File: config.mk
export PLATFORM = sky130hd
export DESIGN_NAME = addsub_multicycle_flat
export DESIGN_NICKNAME = d
export VERILOG_FILES = /design/src/rtl/addsub_pkg.sv /design/src/rtl/addsub_if.sv /design/src/rtl/addsub_chunk.sv /design/src/rtl/addsub_multicycle.sv /design/src/flat_wrapper.sv
export SDC_FILE = /design/constraint.sdc
export NUM_CORES = 1
export LEC_CHECK = 0
export CAP_MARGIN = 20
export CELL_PAD_IN_SITES_DETAIL_PLACEMENT = 2
export CELL_PAD_IN_SITES_GLOBAL_PLACEMENT = 2
export CORE_MARGIN = 2
export CORE_UTILIZATION = 35
export CTS_CLUSTER_SIZE = 10
export DETAILED_ROUTE_END_ITERATION = 10
export PLACE_DENSITY_LB_ADDON = 0.05
export REMOVE_ABC_BUFFERS = 1
export SLEW_MARGIN = 30
export SYNTH_ARGS = -nofsm -noshare
export SYNTH_HDL_FRONTEND = slang
export SYNTH_SLANG_ARGS = --single-unit
File: constraint.sdc
create_clock -name clk -period 5 [get_ports clk]
set_input_delay 1 -clock clk [delete_from_list [all_inputs] [get_ports clk]]
set_output_delay 1 -clock clk [all_outputs]
set_load 0.05 [all_outputs]
File: src/rtl/addsub_pkg.sv
// Shared types and elaboration helpers for the multi-cycle adder-subtractor.
package addsub_pkg;

    typedef enum logic [1:0] {
        IDLE = 2'd0,
        RUN  = 2'd1,
        DONE = 2'd2
    } state_e;

    localparam int DEF_WIDTH  = 20;
    localparam int DEF_CHUNK  = 4;
    localparam int DEF_NCHUNK = DEF_WIDTH / DEF_CHUNK;

    function automatic int clog2(input int value);
        int r;
        r = 0;
        while ((32'sd1 << r) < value) begin
            r = r + 1;
        end
        return r;
    endfunction

    function automatic int nchunk(input int width, input int chunk);
        return width / chunk;
    endfunction

endpackage

File: src/rtl/addsub_if.sv
// Operand/result handshake bundle for addsub_multicycle.
interface addsub_if #(
    parameter int WIDTH = 20
);
    logic             in_valid;
    logic             in_ready;
    logic [WIDTH-1:0] a;
    logic [WIDTH-1:0] b;
    logic             sub;
    logic             out_valid;
    logic             out_ready;
    logic [WIDTH-1:0] sum;
    logic             carry;
    logic             ovf;
    logic             zero;

    modport master (
        output in_valid, a, b, sub, out_ready,
        input  in_ready, out_valid, sum, carry, ovf, zero
    );

    modport slave (
        input  in_valid, a, b, sub, out_ready,
        output in_ready, out_valid, sum, carry, ovf, zero
    );
endinterface

File: src/rtl/addsub_chunk.sv
// Combinational CHUNK-bit ripple adder slice; also exposes the carry into its top bit.
module addsub_chunk #(
    parameter int CHUNK = 4
) (
    input  logic [CHUNK-1:0] a,
    input  logic [CHUNK-1:0] b,
    input  logic             cin,
    output logic [CHUNK-1:0] s,
    output logic             cout,
    output logic             c_msb_in
);
    logic [CHUNK:0] c_s;

    // Bit-serial ripple through the slice
    always_comb begin
        c_s    = {(CHUNK+1){1'b0}};
        s      = {CHUNK{1'b0}};
        c_s[0] = cin;
        for (int i = 0; i < CHUNK; i++) begin
            s[i]     = a[i] ^ b[i] ^ c_s[i];
            c_s[i+1] = (a[i] & b[i]) | (c_s[i] & (a[i] ^ b[i]));
        end
    end

    assign cout     = c_s[CHUNK];
    assign c_msb_in = c_s[CHUNK-1];

endmodule

File: src/rtl/addsub_multicycle.sv
// Multi-cycle add/subtract: CHUNK bits per clock, LSB first, carry held between chunks.
// Build option: define ADDSUB_SAT_EN to saturate the result on signed overflow.
module addsub_multicycle
    import addsub_pkg::*;
#(
    parameter int WIDTH = DEF_WIDTH,
    parameter int CHUNK = DEF_CHUNK
) (
    input logic     clk,
    input logic     rst_n,
    addsub_if.slave bus
);
    localparam int NCHUNK = nchunk(WIDTH, CHUNK);
    localparam int IDXW   = (clog2(NCHUNK) < 1) ? 1 : clog2(NCHUNK);

    if (WIDTH < 2 || CHUNK < 1 || (WIDTH % CHUNK) != 0) begin : g_param_check
        $error("addsub_multicycle: WIDTH must be >= 2 and a multiple of CHUNK");
    end

    state_e            state_r;
    state_e            state_s;
    logic [WIDTH-1:0]  a_r;
    logic [WIDTH-1:0]  b_r;
    logic              cy_r;
    logic [IDXW-1:0]   idx_r;
    logic [CHUNK-1:0]  s_s;
    logic              cout_s;
    logic              cmsb_s;
    logic              last_s;
    logic              ovf_s;
    logic              zero_s;
    logic [WIDTH-1:0]  word_s;
    logic [WIDTH-1:0]  res_s;
    logic [WIDTH-1:0]  out_sum_r;
    logic              out_carry_r;
    logic              out_ovf_r;
    logic              out_zero_r;

    // Operands shift right each RUN cycle, so the active chunk is always the low slice
    addsub_chunk #(.CHUNK(CHUNK)) u_chunk (
        .a        (a_r[CHUNK-1:0]),
        .b        (b_r[CHUNK-1:0]),
        .cin      (cy_r),
        .s        (s_s),
        .cout     (cout_s),
        .c_msb_in (cmsb_s)
    );

    assign last_s = (idx_r == IDXW'(NCHUNK - 1));
    assign ovf_s  = cmsb_s ^ cout_s;

    if (NCHUNK == 1) begin : g_single
        assign word_s = s_s;
    end else begin : g_multi
        logic [WIDTH-CHUNK-1:0] acc_r;

        // Completed low chunks; each new chunk enters at the top and drifts down
        always_ff @(posedge clk or negedge rst_n) begin
            if (!rst_n) begin
                acc_r <= {(WIDTH-CHUNK){1'b0}};
            end else if (state_r == RUN) begin
                acc_r <= word_s[WIDTH-1:CHUNK];
            end
        end

        assign word_s = {s_s, acc_r};
    end

    // Final result, optionally clamped; on the last chunk a_r[CHUNK-1] is A's original MSB
    always_comb begin
        res_s = word_s;
`ifdef ADDSUB_SAT_EN
        if (ovf_s) begin
            res_s = a_r[CHUNK-1] ? {1'b1, {(WIDTH-1){1'b0}}} : {1'b0, {(WIDTH-1){1'b1}}};
        end else begin
            res_s = word_s;
        end
`endif
    end

    assign zero_s = (res_s == {WIDTH{1'b0}});

    // State register
    always_ff @(posedge clk or negedge rst_n) begin
        if (!rst_n) begin
            state_r <= IDLE;
        end else begin
            state_r <= state_s;
        end
    end

    // Next-state logic
    always_comb begin
        state_s = state_r;
        case (state_r)
            IDLE: begin
                if (bus.in_valid) begin
                    state_s = RUN;
                end else begin
                    state_s = IDLE;
                end
            end
            RUN: begin
                if (last_s) begin
                    state_s = DONE;
                end else begin
                    state_s = RUN;
                end
            end
            DONE: begin
                if (bus.out_ready) begin
                    state_s = IDLE;
                end else begin
                    state_s = DONE;
                end
            end
            default: state_s = IDLE;
        endcase
    end

    // Operand latch and chunk sequencing; subtract is A + ~B + 1
    always_ff @(posedge clk or negedge rst_n) begin
        if (!rst_n) begin
            a_r   <= {WIDTH{1'b0}};
            b_r   <= {WIDTH{1'b0}};
            cy_r  <= 1'b0;
            idx_r <= {IDXW{1'b0}};
        end else begin
            case (state_r)
                IDLE: begin
                    if (bus.in_valid) begin
                        a_r   <= bus.a;
                        b_r   <= bus.b ^ {WIDTH{bus.sub}};
                        cy_r  <= bus.sub;
                        idx_r <= {IDXW{1'b0}};
                    end
                end
                RUN: begin
                    a_r   <= a_r >> CHUNK;
                    b_r   <= b_r >> CHUNK;
                    cy_r  <= cout_s;
                    idx_r <= idx_r + IDXW'(1);
                end
                default: begin
                    a_r <= a_r;
                end
            endcase
        end
    end

    // Result and flags captured on the last chunk only, held until the next result
    always_ff @(posedge clk or negedge rst_n) begin
        if (!rst_n) begin
            out_sum_r   <= {WIDTH{1'b0}};
            out_carry_r <= 1'b0;
            out_ovf_r   <= 1'b0;
            out_zero_r  <= 1'b0;
        end else if (state_r == RUN && last_s) begin
            out_sum_r   <= res_s;
            out_carry_r <= cout_s;
            out_ovf_r   <= ovf_s;
            out_zero_r  <= zero_s;
        end
    end

    assign bus.in_ready  = (state_r == IDLE);
    assign bus.out_valid = (state_r == DONE);
    assign bus.sum       = out_sum_r;
    assign bus.carry     = out_carry_r;
    assign bus.ovf       = out_ovf_r;
    assign bus.zero      = out_zero_r;

endmodule
File: src/flat_wrapper.sv
// flat-port wrapper written by rule: the top's interface ports become plain ports
module addsub_multicycle_flat import addsub_pkg::*;
#(
    parameter int WIDTH = DEF_WIDTH,
    parameter int CHUNK = DEF_CHUNK
)
  (clk, rst_n, bus_in_valid, bus_a, bus_b, bus_sub, bus_out_ready, bus_in_ready, bus_out_valid, bus_sum, bus_carry, bus_ovf, bus_zero);
  addsub_if #(.WIDTH(WIDTH)) bus_i ();
  input logic clk;
  input logic rst_n;
  input wire logic [$bits(bus_i.in_valid)-1:0] bus_in_valid;
  input wire logic [$bits(bus_i.a)-1:0] bus_a;
  input wire logic [$bits(bus_i.b)-1:0] bus_b;
  input wire logic [$bits(bus_i.sub)-1:0] bus_sub;
  input wire logic [$bits(bus_i.out_ready)-1:0] bus_out_ready;
  output wire logic [$bits(bus_i.in_ready)-1:0] bus_in_ready;
  output wire logic [$bits(bus_i.out_valid)-1:0] bus_out_valid;
  output wire logic [$bits(bus_i.sum)-1:0] bus_sum;
  output wire logic [$bits(bus_i.carry)-1:0] bus_carry;
  output wire logic [$bits(bus_i.ovf)-1:0] bus_ovf;
  output wire logic [$bits(bus_i.zero)-1:0] bus_zero;
  assign bus_i.in_valid = bus_in_valid;
  assign bus_i.a = bus_a;
  assign bus_i.b = bus_b;
  assign bus_i.sub = bus_sub;
  assign bus_i.out_ready = bus_out_ready;
  assign bus_in_ready = bus_i.in_ready;
  assign bus_out_valid = bus_i.out_valid;
  assign bus_sum = bus_i.sum;
  assign bus_carry = bus_i.carry;
  assign bus_ovf = bus_i.ovf;
  assign bus_zero = bus_i.zero;
  addsub_multicycle #(.WIDTH(WIDTH), .CHUNK(CHUNK)) u_core (.clk(clk), .rst_n(rst_n), .bus(bus_i));
endmodule
==> impl_metrics.yaml, run 1 <==
synthesis:
  post_synth_edffs: 0
  postSynth.asyncResetShare_pct: 100
  synth-main-ff-cell: "sky130_fd_sc_hd__dfrtp_1"
  synth_seq_cells: 85
  yosys.area.top_type: "sky130_fd_sc_hd__dfrtp_1"
  synthDistinctLibCells: 29
  postSynthCellCount: 366
  synthesis.area_um2: 3800
  synth_top_area_share_pct: 55.9
  synthMostInstantiatedCell: "sky130_fd_sc_hd__nand2_1"
  post_synth.cell_area_avg_um2: 10.4
  synth_sequential_area_ratio_pct: 55.9
  post_synth_main_area_contributors: "sky130_fd_sc_hd__dfrtp_1, sky130_fd_sc_hd__nand2_1, sky130_fd_sc_hd__mux2_2"
  ys_top_cells_by_count: "sky130_fd_sc_hd__nand2_1, sky130_fd_sc_hd__dfrtp_1, sky130_fd_sc_hd__nor2_1, sky130_fd_sc_hd__xnor2_1"
  yosysWarnings: 0
timing:
  timing.final.max_slew_violations: 0
  layout_min_cycle_time_ns: 2.94
  max-slew-margin-rel_pct: 57.3
  fmax_mhz: 340
  min_period_over_period_pct: 58.8
  report.final.hold_viol_count: 0
  fin_tns_setup_ns: 0
  worst_pin_slew_ns: 0.640
  rsz0062_at_grt: "no"
  final-setup-viol-count: 0
  clock_skew_ns: 0.0117
cells_and_area:
  antenna_cells_inserted: 0
  area.growth.synth_to_final_pct: 25.1
  final_layout_size_suffix_gt1_share_pct: 9.81
  postLayoutCoreUtil_pct: 44.5
  fin_cells: 568
  final_nets: 477
floorplan:
  fp.dieW_um: 108
  die-area_um2: 11700
  core.rowCount: 38
  die_h_um: 108
  effective_utilization_at_floorplan_pct: 35.5
  pin_count: 70
  core-area_um2: 10700
clocking:
  cts_root_buffer: "sky130_fd_sc_hd__clkbuf_8"
  tritoncts: "built"
  post_cts_sizing_count: 0
  cts_sinks: 85
  clk_latency_ns: 0.35
  cts.hold.buffers_added: 0
  path_clk_slew_ns: 0.08
  tritoncts.num_buffers: 9
  htreeDepth: 3
  postCtsSetupRepairBufs: 0
  clock_path_buffers: 2
global_routing:
  antenna_violations_before_repair: 0
  grt_use_total_pct: 16.9
  globalRouteOverflowTotal: 0
  first_global_vias: 2976
  grt_start_max_net_pins: 60
  grt_first_pass_wirelength_mm: 15.1
routing:
  total_met2_wirelength_after_detailed_routing_mm: 4.75
  route.detailed.wl_per_inst_um: 16.2
  drt_iter0_markers: 88
  wl_mm: 9.21
  drt_drc_violations_left: 0
  met3_wirelength_um: 256
  drt-met1-wl_mm: 4.11
  via_count: 2835
  viasPerCell: 4.99
  top_layer_used: "met4"
  firstDrtPassIters: 4
  postRouteAntennaNets: 0
pwr:
  pwr-share-comb_pct: 46.9
  power-per-cell-area_nw_per_um2: 675
  clock_power_share_pct: 15.1
  netSwitchingFraction_pct: 43.2
  irDropWorstVdd_uv: 234
  p_seq_share_pct: 38.0
  static-leakage-power_uw: 0.00214
  p_int_uw: 1830
  power_switching_uw: 1390
hold_path:
  timing.hold.worst.class: "register to register"
worst_setup_path:
  timing.critical_path.cells: "nand2b_1, inv_1, clkdlybuf4s50_1"
  worst-endpoint-required_ns: 4.00
  path_buf_inv: 2
  critPathTopFamily: "buffers and inverters"
  worstSetupStartpointType: "register"
  worst-endpoint-arrival_ns: 1.94
  critical_path.slowest_cell: "sky130_fd_sc_hd__clkdlybuf4s50_1"
  worst_setup_path_end_kind: "output pin"
  crit_path_max_fanout: 9
  critical_path_class: "register to output pin"
  critical_path.max_stage_delay_ns: 0.79
placement:
  dp.cells: 555
  io_buffers: 69
  finalWeightedCongestion: 0.724
  detailedPlacementHpwl_mm: 6.27
status:
  run_status: "finished, final reports clean"
job:
  cap_viol_max_count: 0
-- cells by family after synthesis --
kind of cell | share of synthesized area (%)
xor+xnor | 5.07
compound gates | 9.08
fa+ha+maj | 2.76
buf+inv | 4.94
mux | 5.86
simple gates | 16.4
flops | 55.9
-- flip-flops by register name (all words and copies together) (netlist names), 2 cells and up --
| register | count |
|---|---|
| u_core.idx_r | 3 |
| u_core.state_r | 2 |
| u_core.a_r | 20 |
| u_core.b_r | 20 |
| u_core.bus.sum | 20 |
| u_core.g_multi.acc_r | 16 |
-- placed cells by master (no fill, tap or decap), drive strengths merged, types with 10 or more instances in the layout --
master and count:
nand2 94, dfrtp 85, clkdlybuf4s50 67, nor2 36
xnor2 20, mux2 18, a31oi 16, a221o 16
clkbuf 11, o21ai 11, inv 10
-- power groups by stage --
stage | clock, µW | sequential (µW) | combinational [µW]
4_1_cts | 506 | 1220 | 1540
6_report | 486 | 1220 | 1510
3_5_place_dp | 0 | 1240 | 1540
5_1_grt | 529 | 1260 | 1680
3_3_place_gp | 0 | 1220 | 1480
2_1_floorplan | 0 | 1440 | 763
-- worst min-delay path, delay by kind of cell (launching register included) --
kind             cells  cell delay, ns
AO/OA/AOI/OAI        1            0.06
flip-flops           1            0.35
AND/OR/NAND/NOR      1            0.05
-- worst paths after layout --
check	start	end	slack, ns	depth (start not counted)
max in group asynchronous	rst_n	u_core.b_r[12]	3.38	2
setup reg to reg	u_core.a_r[0]	u_core.bus.zero	2.53	9
setup / recovery	u_core.state_r[0]	bus_out_valid	2.06	3
hold reg to reg	u_core.bus.sum[19]	u_core.bus.sum[19]	0.48	2
hold / removal	u_core.bus.sum[19]	u_core.bus.sum[19]	0.48	2
min in group asynchronous	rst_n	u_core.bus.sum[5]	0.61	1
-- final cells by class --
type / count / area (µm²)
clock buffers: 11 / 151
clock inverters: 2 / 35.0
fillers: 1162 / 5940
inverters: 10 / 37.5
multi-input cells: 245 / 1500
flip-flops and latches: 85 / 2130
well taps: 140 / 175
repair buffers: 75 / 732
-- per-layer routing --
metal | global-route usage (%) | vias up
met2 | 29.1 | 53
met5 | 0 | -
met3 | 2.71 | 7
li1 | - | 1332
met4 | 6.32 | 0
met1 | 21.4 | 1443
-- stage by stage --
| stage | power [µW] | hold slack [ns] | instance area (µm²) | setup WS (ns) |
|---|---|---|---|---|
| after global placement | 2690 | 0.462 | 4560 | 2.04 |
| after detailed placement | 2770 | 0.474 | 4570 | 2.41 |
| after global routing | 3470 | 0.520 | 4760 | 1.97 |
| after CTS | 3270 | 0.493 | 4760 | 2.03 |
| after floorplan | 2200 | 0.464 | 3650 | 2.68 |
| final | 3210 | 0.484 | 4760 | 2.06 |
(Power assumes the default switching activity.)
==> run 2, diff against run 1 <==
CORE_UTILIZATION = 30   (was 35)
clock period = 2.7 ns   (was 5 ns; I/O delays follow)
==> impl_metrics.yaml, run 2 (synthesis gave the netlist of run 1 again) <==
worst_setup_path:
  worstSetupStartpointType: "register"
  worst-endpoint-required_ns: 2.90
  startpoint: "u_core.a_r[0]"
  worst_r2r_path_depth: 9
  critical_path.slowest_cell: "sky130_fd_sc_hd__fa_1"
  rr_startpoint: "u_core.a_r[0]"
  worst-endpoint-arrival_ns: 2.64
  timing.critical_path.cells: "inv_1, fa_1, inv_1, fa_1, fa_1, inv_1, fa_1, nand4_1, o31ai_1"
  critical_path_class: "register to register"
  crit_path_max_fanout: 3
  critPathMostFrequentCell: "sky130_fd_sc_hd__fa_1"
  critical_path.max_stage_delay_ns: 0.48
  worst_setup_path_end_kind: "register"
routing:
  drt_drc_violations_left: 0
  viasPerCell: 4.66
  drt_iter0_markers: 99
  route.detailed.wl_per_inst_um: 15.2
  wl_mm: 9.20
  firstDrtPassIters: 4
  via_count: 2826
  postRouteAntennaNets: 0
floorplan:
  fp.dieW_um: 117
  die_h_um: 117
  effective_utilization_at_floorplan_pct: 30.4
  core-area_um2: 12500
  core.rowCount: 41
  die-area_um2: 13600
  pin_count: 70
clocking:
  post_cts_sizing_count: 0
  cts_root_buffer: "sky130_fd_sc_hd__clkbuf_16"
  postCtsSetupRepairBufs: 0
  path_clk_slew_ns: 0.06
  htreeDepth: 3
  tritoncts.num_buffers: 9
  cts_sinks: 85
  clock_path_buffers: 2
  clk_latency_ns: 0.33
  tritoncts: "built"
  cts.hold.buffers_added: 0
hold_path:
  timing.hold.worst.class: "input port to async pin"
cells_and_area:
  multi_input_area_um2: 1490
  layout_common_cells: "sky130_fd_sc_hd__nand2_1, sky130_fd_sc_hd__dfrtp_1, sky130_fd_sc_hd__clkdlybuf4s50_1, sky130_fd_sc_hd__nor2_1, sky130_fd_sc_hd__xnor2_1"
  number_of_inserted_filler_cells_in_the_final_layout: 1368
  antenna_cells_inserted: 0
  final_cell_area_um2: 4960
  final-seq-area_um2: 2130
  most_frequent_standard_cell_in_the_layout_excluding_fill_and_tap_cells: "sky130_fd_sc_hd__nand2_1"
  final_nets: 481
  area.growth.synth_to_final_pct: 30.5
  final_layout_size_suffix_gt1_share_pct: 10.6
placement:
  detailedPlacementHpwl_mm: 6.32
  io_buffers: 69
  finalWeightedCongestion: 0.733
  dpl_cell_area_um2: 4650
pwr:
  clock_power_share_pct: 20.6
  p_seq_share_pct: 35.6
  irDropWorstVdd_uv: 372
  static-leakage-power_uw: 0.00222
  power_switching_uw: 2590
  pwr-share-comb_pct: 43.8
  power-per-cell-area_nw_per_um2: 1280
  total_power_uw: 6360
  p_int_uw: 3760
  netSwitchingFraction_pct: 40.8
timing:
  clock_skew_ns: 0.00708
  fmax_mhz: 410
  fin_tns_setup_ns: 0
  report.final.hold_viol_count: 0
  worst_pin_slew_ns: 0.689
  final-setup-viol-count: 0
  layout_min_cycle_time_ns: 2.44
  max-slew-margin-rel_pct: 54.1
  timing.final.max_slew_violations: 0
  min_period_over_period_pct: 90.3
  rsz0062_at_grt: "no"
job:
  cap_viol_max_count: 0
global_routing:
  first_global_vias: 2970
  globalRouteOverflowTotal: 0
  grt_first_pass_wirelength_mm: 15.4
  antenna_violations_before_repair: 0
  grt_start_max_net_pins: 52
  grt_use_total_pct: 14.7
status:
  run_status: "finished, final reports clean"
## run 2: per-layer routing
layer / GRT usage (%) / vias to the layer above / wire length (µm) / part of all wire [%]
met5: 0 / - / 0 / 0
met4: 4.47 / 0 / 116 / 1.3
met3: 2.96 / 9 / 291 / 3.2
met2: 25.2 / 49 / 4590 / 50
met1: 18.8 / 1423 / 4200 / 46
li1: - / 1345 / - / -
## run 2: final timing paths
kind                                 endpoint  slack (ns)
min in group clk           u_core.bus.sum[16]        0.50
max in group asynchronous      u_core.b_r[14]        1.78
hold reg to reg            u_core.bus.sum[16]        0.50
setup reg to reg              u_core.bus.zero        0.26
hold / removal              u_core.bus.sum[5]        0.24
setup / recovery              u_core.bus.zero        0.26
## run 2: critical path: cells and delay by family (launching register included)
kind	cells	cell delay (ns)
buffers and inverters	3	0.24
AND/OR/NAND/NOR	1	0.10
flip-flops	1	0.40
adder cells (fa/ha/maj)	4	1.52
AO/OA/AOI/OAI	1	0.06
## run 2: final cells by class
type | count | share of cell area (%)
Sequential cell | 85 | 42.9
Clock inverter | 4 | 1.46
Clock buffer | 11 | 4.89
Inverter | 10 | 0.756
Timing Repair Buffer | 79 | 15.6
Multi-Input combinational cell | 245 | 30.1
Tap cell | 172 | 4.34
## run 2: power groups by stage
stage               sequential (µW)  clock [µW]  combinational (µW)
floorplan                      2660           0                1410
global placement               2270           0                2770
detailed placement             2300           0                2840
CTS                            2280        1350                2870
global route                   2350        1400                3110
finish                         2260        1310                2790
## run 2: metrics by stage
stage	utilization (%)	setup WS (ns)	instances	hold slack, ns
after floorplan	-	0.380	340	0.244
after global placement	37.1	0.323	591	0.466
after detailed placement	37.1	0.248	591	0.494
after CTS	39.7	0.233	606	0.267
after global routing	39.7	0.132	606	0.290
final	39.7	0.261	606	0.244
==> run 3, diff against run 2 <==
CORE_UTILIZATION = 31   (was 30)
CTS_BUF_LIST = sky130_fd_sc_hd__clkbuf_4   (was default)
TNS_END_PERCENT = 10   (was default)
==> impl_metrics.yaml, run 3 (synthesis gave the netlist of run 1 again) <==
floorplan:
  fp.dieW_um: 115
  die_h_um: 115
  effective_utilization_at_floorplan_pct: 31.7
  die-area_um2: 13200
  core.rowCount: 40
  pin_count: 70
  core-area_um2: 12000
timing:
  layout_min_cycle_time_ns: 2.54
  worst_pin_slew_ns: 0.640
  report.final.hold_viol_count: 0
  fin_tns_setup_ns: 0
  rsz0062_at_grt: "no"
  timing.final.max_slew_violations: 0
  min_period_over_period_pct: 94.2
  max-slew-margin-rel_pct: 57.4
  final-setup-viol-count: 0
  final.setup.worst_slack_ns: 0.156
  clock_skew_ns: 0.0211
  fmax_mhz: 393
clocking:
  cts_sinks: 85
  clk_latency_ns: 0.42
  post_cts_sizing_count: 0
  clock_path_buffers: 2
  tritoncts.num_buffers: 9
  cts.hold.buffers_added: 0
  tritoncts: "built"
  htreeDepth: 3
  path_clk_slew_ns: 0.13
  postCtsSetupRepairBufs: 0
  cts_root_buffer: "sky130_fd_sc_hd__clkbuf_4"
pwr:
  static-leakage-power_uw: 0.00214
  irDropWorstVdd_uv: 320
  power-per-cell-area_nw_per_um2: 1220
worst_setup_path:
  worst-endpoint-required_ns: 2.16
  worst_setup_path_end_kind: "output pin"
  worst_r2r_path_depth: 9
  crit_path_max_fanout: 9
  rr_startpoint: "u_core.cy_r"
  worst-endpoint-arrival_ns: 2.00
  critical_path_class: "register to output pin"
  flop_to_flop_setup_slack_ns: 0.23
  worstSetupStartpointType: "register"
  startpoint: "u_core.state_r[0]"
  worst_r2r_endpoint: "u_core.bus.zero"
  critical_path.endpoint: "bus_out_valid"
cells_and_area:
  layout_common_cells: "sky130_fd_sc_hd__nand2_1, sky130_fd_sc_hd__dfrtp_1, sky130_fd_sc_hd__clkdlybuf4s50_1, sky130_fd_sc_hd__nor2_1, sky130_fd_sc_hd__xnor2_1"
  area.growth.synth_to_final_pct: 25.1
  final_nets: 483
  number_of_inserted_filler_cells_in_the_final_layout: 1323
  final_layout_size_suffix_gt1_share_pct: 11.0
  final_cell_area_um2: 4760
  most_frequent_standard_cell_in_the_layout_excluding_fill_and_tap_cells: "sky130_fd_sc_hd__nand2_1"
  postLayoutCoreUtil_pct: 39.6
  antenna_cells_inserted: 0
global_routing:
  grt_first_pass_wirelength_mm: 15.7
  grt_start_max_net_pins: 49
  first_global_vias: 3017
  grt_use_total_pct: 15.4
  antenna_violations_before_repair: 0
  globalRouteOverflowTotal: 0
placement:
  io_buffers: 69
  finalWeightedCongestion: 0.707
  detailedPlacementHpwl_mm: 6.48
  dp_worst_setup_slack_ns: 0.220
  dpl_cell_area_um2: 4630
hold_path:
  timing.hold.worst.class: "input port to async pin"
routing:
  wl_mm: 9.24
  drt_drc_violations_left: 0
  postRouteAntennaNets: 0
  via_count: 2855
  viasPerCell: 4.91
  firstDrtPassIters: 4
  route.detailed.wl_per_inst_um: 15.9
  drt_iter0_markers: 129
job:
  cap_viol_max_count: 0
status:
  run_status: "finished, final reports clean"
-- run 3: final cells by class --
class / count / area, µm² / share of cell area [%]
Tap cell: 147 / 184 / 3.87
Clock inverter: 4 / 51.3 / 1.08
Multi-Input combinational cell: 245 / 1490 / 31.4
Timing Repair Buffer: 81 / 791 / 16.6
Clock buffer: 10 / 75.1 / 1.58
Sequential cell: 85 / 2130 / 44.7
Inverter: 10 / 37.5 / 0.789
-- run 3: critical path, stage by stage, from the launching register on --
cell and delay, ns:
sky130_fd_sc_hd__dfrtp_1 0.51, sky130_fd_sc_hd__nand2b_1 0.21, sky130_fd_sc_hd__inv_1 0.07, sky130_fd_sc_hd__clkdlybuf4s50_1 0.80
-- run 3: stage by stage --
step	instances	total power [µW]	hold slack (ns)
6_report	582	5790	0.107
2_1_floorplan	340	4070	0.244
4_1_cts	582	5920	0.121
5_1_grt	582	6290	0.129
3_3_place_gp	568	5060	0.465
3_5_place_dp	568	5190	0.480
-- run 3: where the power goes --
part / switching (µW) / total (µW) / internal (µW)
logic: 1720 / 2830 / 1110
registers: 409 / 2250 / 1840
clock network: 420 / 704 / 284
total: 2550 / 5790 / 3240
-- run 3: metal layers --
layer  track usage (%)  share of wire (%)  vias to the layer above
li1                  -                  -                     1350
met5                 0                  0                        -
met2              27.3                 51                       51
met1              19.3                 44                     1448
met3              3.43                3.2                        6
met4              3.61               0.92                        0
-- run 3: how the worst min path moves through the flow --
stage / startpoint / end
2_1_floorplan: rst_n / u_core.a_r[0]
3_3_place_gp: u_core.bus.sum[16] / u_core.bus.sum[16]
3_5_place_dp: u_core.bus.sum[16] / u_core.bus.sum[16]
4_1_cts: rst_n / u_core.bus.sum[1]
5_1_grt: rst_n / u_core.bus.sum[1]
6_report: rst_n / u_core.bus.sum[1]
